$ cat src/rtl/tmds_decoder_if.sv
// Channel-side bundle of one TMDS decoder: raw deserialized word in, decoded
// pixel/control stream, lock status and bit-slip request out.
interface tmds_decoder_if;
    logic [9:0] tmds_in;
    logic [7:0] data_out;
    logic [1:0] control_out;
    logic       ve_out;
    logic       valid_out;
    logic       locked_out;
    logic       bitslip_out;

    modport master (
        output tmds_in,
        input  data_out, control_out, ve_out, valid_out, locked_out, bitslip_out
    );

    modport slave (
        input  tmds_in,
        output data_out, control_out, ve_out, valid_out, locked_out, bitslip_out
    );
endinterface

$ cat src/rtl/tmds_decoder.sv
// One-channel TMDS receiver: word alignment by control-token search with
// deserializer bit-slip requests, then 10b->8b decode in a two-stage pipeline.
module tmds_decoder #(
    parameter int TOKEN_RUN      = 8,
    parameter int SEARCH_TIMEOUT = 2048,
    parameter int SLIP_WAIT      = 3
) (
    input  logic         clk_in,
    input  logic         rst_in,
    tmds_decoder_if.slave bus
);

    localparam int RUN_W  = $clog2(TOKEN_RUN + 1);
    localparam int TO_W   = $clog2(SEARCH_TIMEOUT + 1);
    localparam int SLIP_W = (SLIP_WAIT > 1) ? $clog2(SLIP_WAIT + 1) : 1;

    localparam logic [RUN_W-1:0]  RUN_LAST  = RUN_W'(TOKEN_RUN - 1);
    localparam logic [RUN_W-1:0]  RUN_FULL  = RUN_W'(TOKEN_RUN);
    localparam logic [TO_W-1:0]   TO_LAST   = TO_W'(SEARCH_TIMEOUT - 1);
    // SLIP always lasts at least one cycle so bitslip can never pulse back-to-back.
    localparam logic [SLIP_W-1:0] SLIP_LAST = SLIP_W'((SLIP_WAIT > 0) ? SLIP_WAIT - 1 : 0);

    typedef enum logic [1:0] {
        SEARCH,
        CONFIRM,
        SLIP,
        LOCKED
    } state_t;

    logic             in_is_token;
    logic [1:0]       in_token_val;

    logic [9:0]       word_reg;
    logic             is_token_reg;
    logic [1:0]       token_val_reg;

    logic [7:0]       d_word;
    logic [7:0]       dec_next;

    logic [7:0]       data_reg;
    logic [1:0]       control_reg;
    logic             ve_reg;

    state_t           state_reg, state_next;
    logic [RUN_W-1:0] run_cnt_reg, run_cnt_next;
    logic [TO_W-1:0]  timeout_cnt_reg, timeout_cnt_next;
    logic [SLIP_W-1:0] slip_cnt_reg, slip_cnt_next;
    logic             bitslip_reg, bitslip_next;
    logic             locked_reg, locked_next;

    always_comb begin
        in_is_token  = 1'b1;
        in_token_val = 2'b00;
        case (bus.tmds_in)
            10'b1101010100: in_token_val = 2'b00;
            10'b0010101011: in_token_val = 2'b01;
            10'b0101010100: in_token_val = 2'b10;
            10'b1010101011: in_token_val = 2'b11;
            default:        in_is_token  = 1'b0;
        endcase
    end

    // Stage 1: raw word and its token classification.
    always_ff @(posedge clk_in or negedge rst_in) begin
        if (!rst_in) begin
            word_reg      <= '0;
            is_token_reg  <= 1'b0;
            token_val_reg <= 2'b00;
        end else begin
            word_reg      <= bus.tmds_in;
            is_token_reg  <= in_is_token;
            token_val_reg <= in_token_val;
        end
    end

    // Undo the optional inversion, then the XOR/XNOR transition chain.
    assign d_word      = word_reg[9] ? ~word_reg[7:0] : word_reg[7:0];
    assign dec_next[0] = d_word[0];

    generate
        for (genvar gi = 1; gi < 8; gi++) begin : g_dec
            assign dec_next[gi] = word_reg[8] ? (d_word[gi] ^ d_word[gi-1])
                                              : ~(d_word[gi] ^ d_word[gi-1]);
        end
    endgenerate

    // Stage 2: control value is sticky across data words.
    always_ff @(posedge clk_in or negedge rst_in) begin
        if (!rst_in) begin
            data_reg    <= '0;
            control_reg <= 2'b00;
            ve_reg      <= 1'b0;
        end else if (is_token_reg) begin
            data_reg    <= '0;
            control_reg <= token_val_reg;
            ve_reg      <= 1'b0;
        end else begin
            data_reg    <= dec_next;
            ve_reg      <= 1'b1;
        end
    end

    always_ff @(posedge clk_in or negedge rst_in) begin
        if (!rst_in) begin
            state_reg       <= SEARCH;
            run_cnt_reg     <= '0;
            timeout_cnt_reg <= '0;
            slip_cnt_reg    <= '0;
            bitslip_reg     <= 1'b0;
            locked_reg      <= 1'b0;
        end else begin
            state_reg       <= state_next;
            run_cnt_reg     <= run_cnt_next;
            timeout_cnt_reg <= timeout_cnt_next;
            slip_cnt_reg    <= slip_cnt_next;
            bitslip_reg     <= bitslip_next;
            locked_reg      <= locked_next;
        end
    end

    // The FSM judges the word entering stage 1, so slip and lock loss line up
    // with stage 1 while lock gain is held back one cycle to match stage 2.
    always_comb begin
        state_next       = state_reg;
        run_cnt_next     = run_cnt_reg;
        timeout_cnt_next = timeout_cnt_reg;
        slip_cnt_next    = slip_cnt_reg;

        case (state_reg)
            SEARCH: begin
                slip_cnt_next = '0;
                run_cnt_next  = '0;
                if (in_is_token) begin
                    timeout_cnt_next = '0;
                    if (TOKEN_RUN <= 1) begin
                        state_next   = LOCKED;
                        run_cnt_next = RUN_FULL;
                    end else begin
                        state_next   = CONFIRM;
                        run_cnt_next = RUN_W'(1);
                    end
                end else if (timeout_cnt_reg >= TO_LAST) begin
                    state_next       = SLIP;
                    timeout_cnt_next = '0;
                end else begin
                    timeout_cnt_next = timeout_cnt_reg + TO_W'(1);
                end
            end

            CONFIRM: begin
                timeout_cnt_next = '0;
                if (in_is_token) begin
                    if (run_cnt_reg >= RUN_LAST) begin
                        state_next   = LOCKED;
                        run_cnt_next = RUN_FULL;
                    end else begin
                        run_cnt_next = run_cnt_reg + RUN_W'(1);
                    end
                end else begin
                    state_next   = SLIP;
                    run_cnt_next = '0;
                end
            end

            SLIP: begin
                run_cnt_next     = '0;
                timeout_cnt_next = '0;
                if (slip_cnt_reg >= SLIP_LAST) begin
                    state_next    = SEARCH;
                    slip_cnt_next = '0;
                end else begin
                    slip_cnt_next = slip_cnt_reg + SLIP_W'(1);
                end
            end

            LOCKED: begin
                if (in_is_token) begin
                    timeout_cnt_next = '0;
                end else if (timeout_cnt_reg >= TO_LAST) begin
                    state_next       = SEARCH;
                    timeout_cnt_next = '0;
                    run_cnt_next     = '0;
                end else begin
                    timeout_cnt_next = timeout_cnt_reg + TO_W'(1);
                end
            end

            default: state_next = SEARCH;
        endcase

        bitslip_next = (state_next == SLIP) && (state_reg != SLIP);
        locked_next  = (state_reg == LOCKED) && (state_next == LOCKED);
    end

    assign bus.data_out    = data_reg;
    assign bus.control_out = control_reg;
    assign bus.ve_out      = ve_reg;
    assign bus.valid_out   = locked_reg;
    assign bus.locked_out  = locked_reg;
    assign bus.bitslip_out = bitslip_reg;

endmodule
$ cat src/flat_wrapper.sv
// flat-port wrapper written by rule: the top's interface ports become plain ports
module tmds_decoder_flat 
#(
    parameter int TOKEN_RUN      = 8,
    parameter int SEARCH_TIMEOUT = 2048,
    parameter int SLIP_WAIT      = 3
)
  (clk_in, rst_in, bus_tmds_in, bus_data_out, bus_control_out, bus_ve_out, bus_valid_out, bus_locked_out, bus_bitslip_out);
  tmds_decoder_if bus_i ();
  input  logic clk_in;
  input  logic rst_in;
  input wire logic [$bits(bus_i.tmds_in)-1:0] bus_tmds_in;
  output wire logic [$bits(bus_i.data_out)-1:0] bus_data_out;
  output wire logic [$bits(bus_i.control_out)-1:0] bus_control_out;
  output wire logic [$bits(bus_i.ve_out)-1:0] bus_ve_out;
  output wire logic [$bits(bus_i.valid_out)-1:0] bus_valid_out;
  output wire logic [$bits(bus_i.locked_out)-1:0] bus_locked_out;
  output wire logic [$bits(bus_i.bitslip_out)-1:0] bus_bitslip_out;
  assign bus_i.tmds_in = bus_tmds_in;
  assign bus_data_out = bus_i.data_out;
  assign bus_control_out = bus_i.control_out;
  assign bus_ve_out = bus_i.ve_out;
  assign bus_valid_out = bus_i.valid_out;
  assign bus_locked_out = bus_i.locked_out;
  assign bus_bitslip_out = bus_i.bitslip_out;
  tmds_decoder #(.TOKEN_RUN(TOKEN_RUN), .SEARCH_TIMEOUT(SEARCH_TIMEOUT), .SLIP_WAIT(SLIP_WAIT)) u_core (.clk_in(clk_in), .rst_in(rst_in), .bus(bus_i));
endmodule
$ cat config.mk
export PLATFORM = sky130hd
export DESIGN_NAME = tmds_decoder_flat
export DESIGN_NICKNAME = d
export VERILOG_FILES = /design/src/rtl/tmds_decoder_if.sv /design/src/rtl/tmds_decoder.sv /design/src/flat_wrapper.sv
export SDC_FILE = /design/constraint.sdc
export NUM_CORES = 1
export LEC_CHECK = 0
export ABC_CLOCK_PERIOD_IN_PS = 4800
export CAP_MARGIN = 20
export CORE_ASPECT_RATIO = 1.2
export CORE_MARGIN = 3
export CORE_UTILIZATION = 35
export CTS_CLUSTER_DIAMETER = 150
export CTS_CLUSTER_SIZE = 40
export DETAILED_ROUTE_END_ITERATION = 7
export HOLD_SLACK_MARGIN = 0.12
export PLACE_DENSITY_LB_ADDON = 0.15
export RECOVER_POWER = 50
export SETUP_SLACK_MARGIN = 0.05
export SLEW_MARGIN = 20
export SYNTH_ARGS = -nofsm -noshare
export SYNTH_HDL_FRONTEND = slang
export SYNTH_SLANG_ARGS = --single-unit
$ cat constraint.sdc
create_clock -name clk_in -period 4.8 [get_ports clk_in]
set_input_delay 0.72 -clock clk_in [delete_from_list [all_inputs] [get_ports clk_in]]
set_output_delay 0.72 -clock clk_in [all_outputs]
set_load 0.1 [all_outputs]
==> key figures <==
Status
  • Failing checks: capacitance limit, slew limit
  • Status: finished, violations left

Route
  • Via-to-Cell Ratio: 5.19
  • Initial DRT Pass Iterations: 5
  • Post-Route WL: approximately 3900 microns
  • DRC Markers: 0
  • Top sig layer: met4
  • Metal2 WL: around 2000 microns
  • DR WL met3: about 170 microns
  • Initial DRC count: between 70 and 80
  • Average wire per standard cell: approximately 14 microns
  • Routed vias: about 1.4k
  • Post-DRT Antenna Nets: 0
  • WL met1: around 1600 microns

Power
  • VDD IR-drop max: about 160 uV
  • P_leak: approximately 1.1 nW
  • Pwr per Cell Area: ~450 nW/um^2

Worst hold path
  • Hold worst-path end: u_core.timeout_cnt_reg[0]
  • Hold Path Depth: 1
  • Min-delay src: u_core.timeout_cnt_reg[0]
  • Worst min path class: flop to flop

Synthesis
  • Seq/Total Area, Yosys: between 50% and 60%
  • Synth Area in Compound Gates: 9.32%
  • Ys async rst share: 100%
  • Top_reg_cell synth: dfrtp_1
  • EDFF count, synth: 0
  • Syn Inst Count: 183
  • Yosys reg bits: 46
  • Main combinational cell family by area after synthesis: simple AND/OR/NAND/NOR gates
  • Net count after synthesis: approximately 200
  • XOR/XNOR share of the synthesized area: about 8.6%
  • Syn Area/Cell: between 10 and 15 sq um
  • Syn Std Cell Area: between 2000 and 2500 sq um
  • Adder-cell share of the synthesized area: between 3 and 4%
  • Simple-gate share of the synthesized area: between 10% and 20%
  • Mux contribution to synthesized area: approximately 1.1%
  • Syn. warnings: 0
  • Cell variety after synth: 40

Timing
  • RSZ-0062 raised after global routing: no
  • Max frequency: 0.361 GHz
  • Clock Skew: 0.00718 ns
  • Worst setup margin: 2.03 ns
  • Relative slew slack: -58.3%
  • Setup_tns: 0 ns
  • Worst Max-Slew Pin Slew: 2.37 ns
  • Max-slew violations: 47
  • Final setup viols: 0
  • Hold Violations, Final: 0
  • Fin crit share: between 50% and 60%
  • Minimum clock period: ~2.8 ns

Place
  • Port Buffers: 25
  • GPL Wtd Cong: about 0.89
  • Placed cells: between 200 and 300
  • Dpl ws: roughly 1.8 ns
  • Detailed placement HPWL: between 2000 and 3000 microns

Global routing
  • GRT Util Overall: 13.2%
  • Pin count of the biggest net entering global routing: between 40 and 50
  • Global route total overflow: 0
  • Vias in the first global route: about 1.5k
  • First-pass GRT wire length: between 6000 and 7000 microns
  • Initial antenna violation count: 0

Floorplanning
  • Row count: 29
  • Die W: ~75 microns
  • Initial core utilization: a little under two fifths
  • Total core area: roughly 5400 sq um
  • Die extent in y: about 89 microns
  • DIE AREA: approximately 6700 sq um
  • IO Count: 26

Critical path
  • Critical Path Sink Type: flop
  • R2R cell count: 6
  • Crit path kind: input port to flop
  • Crit-path max FO: 7
  • Critical Path AT: 2.96 ns
  • Reg-to-reg endpoint: u_core.bus.bitslip_out
  • Critical Path Start Type: input port
  • Flop2flop setup slack: 2.74 ns
  • Worst endpoint required time: 4.99 ns
  • Reg-to-Reg Start: u_core.timeout_cnt_reg[0]

Finish
  • Diode count: 0
  • Commonest non-fill, non-tap cell in the layout: dfrtp_1
  • Share of post-route cells with drive strength above 1: between 5 and 6%
  • Area growth from synthesis to layout: 19.1%
  • Final nets: 224
  • Non-Filler Instances: 268
  • Most frequent cells in the layout: dfrtp_1 (46), nor2_1 (24), clkdlybuf4s50_1 (19)
  • Max FFs per register: 12

Clock network
  • Number of CTS-inserted buffers: 5
  • Hold-fix buffers, CTS: 0
  • CTS tree: built
  • Root Driver: clkbuf_8
  • Worst skew pair latency: about 0.30 ns
  • Sink Count: 46
  • Clk slew on worst S/H paths: roughly 0.080 ns
  • CTS H-tree depth: 2
  • Post-CTS Setup Bufs: 0
  • Post-CTS resize count: 0
  • CTS max path bufs: 2

Run
  • Maximum capacitance violations: 1
[final cells by class]
cell class                 instances  area (sq um)
fill                             508          3030
sequential                        46          1150
multi-input combinational        119           797
timing repair buffer              25           244
clock buffer                       6          82.6
tap                               62          77.6
inverter                           9          33.8
clock inverter                     1          30.0
[power by group]
part | internal [mW] | switching [mW]
registers | 0.439 | 0.0357
logic | 0.101 | 0.224
clock network | 0.167 | 0.122
[metal layers]
metal / global-route usage [%] / vias to the layer above
li1: - / 670
met1: 14.2 / 674
met2: 23.2 / 39
met3: 3.82 / 8
met4: 6.36 / 0
met5: 0 / -
[stage by stage]
stage | util, % | power, mW | instance area [sq um] | hold slack (ns)
6_report | 44.4 | 1.09 | 2420 | 0.469
5_1_grt | 44.4 | 1.15 | 2420 | 0.485
4_1_cts | 44.4 | 1.10 | 2420 | 0.464
3_5_place_dp | 42.3 | 0.810 | 2300 | 0.454
3_3_place_gp | 42.3 | 0.800 | 2300 | 0.444
2_1_floorplan | - | 0.726 | 2030 | 0.424
[synth_stat cells, types with 2 or more instances]
cell type | instances | share of area, %
a31oi_1 | 2 | 0.62
inv_1 | 9 | 1.7
nand2_1 | 11 | 2.0
nand2b_1 | 5 | 1.5
nor3_1 | 3 | 0.74
and3_1 | 2 | 0.62
clkbuf_1 | 6 | 1.1
mux2_2 | 2 | 1.1
xor2_1 | 5 | 2.2
nor2_1 | 24 | 4.4
o41ai_1 | 4 | 1.7
a41oi_1 | 2 | 0.86
or3_1 | 3 | 0.93
nor2b_1 | 2 | 0.62
o21ai_0 | 6 | 1.5
nand4bb_1 | 2 | 1.1
nand3_1 | 4 | 0.99
a21o_1 | 2 | 0.74
ha_1 | 6 | 3.7
nand4_1 | 3 | 0.93
xnor2_1 | 15 | 6.5
dfrtp_1 | 46 | 57
o22ai_1 | 2 | 0.62
[worst max path at each step]
stage                         startpoint                   endpoint  slack, ns
after floorplan           bus_tmds_in[0]     u_core.bus.bitslip_out       2.41
after global placement    bus_tmds_in[2]     u_core.bus.bitslip_out       1.87
after detailed placement  bus_tmds_in[2]     u_core.bus.bitslip_out       1.84
after CTS                 bus_tmds_in[2]     u_core.bus.bitslip_out       2.13
after global routing              rst_in  u_core.timeout_cnt_reg[2]       1.74
final                     bus_tmds_in[0]     u_core.bus.bitslip_out       2.03
[cells by family (layout without fill, tap and decap cells)]
| family | count (synthesis) | count (layout) |
|---|---|---|
| xor gates and xnor gates | 20 | 20 |
| DFF | 46 | 46 |
| and+or+nand+nor | 65 | 65 |
| buffers and inverters | 18 | 41 |
| muxes | 2 | 2 |
| AOI/OAI and AO/OA | 26 | 26 |
| adders and majority gates | 6 | 6 |
[critical path, stage by stage]
cell and delay, ns:
dlygate4sd3_1 0.57, or3b_1 0.43, or3_1 0.44, and3_4 0.22, a221o_1 0.38, and4b_1 0.19
(Power assumes the default switching activity.)
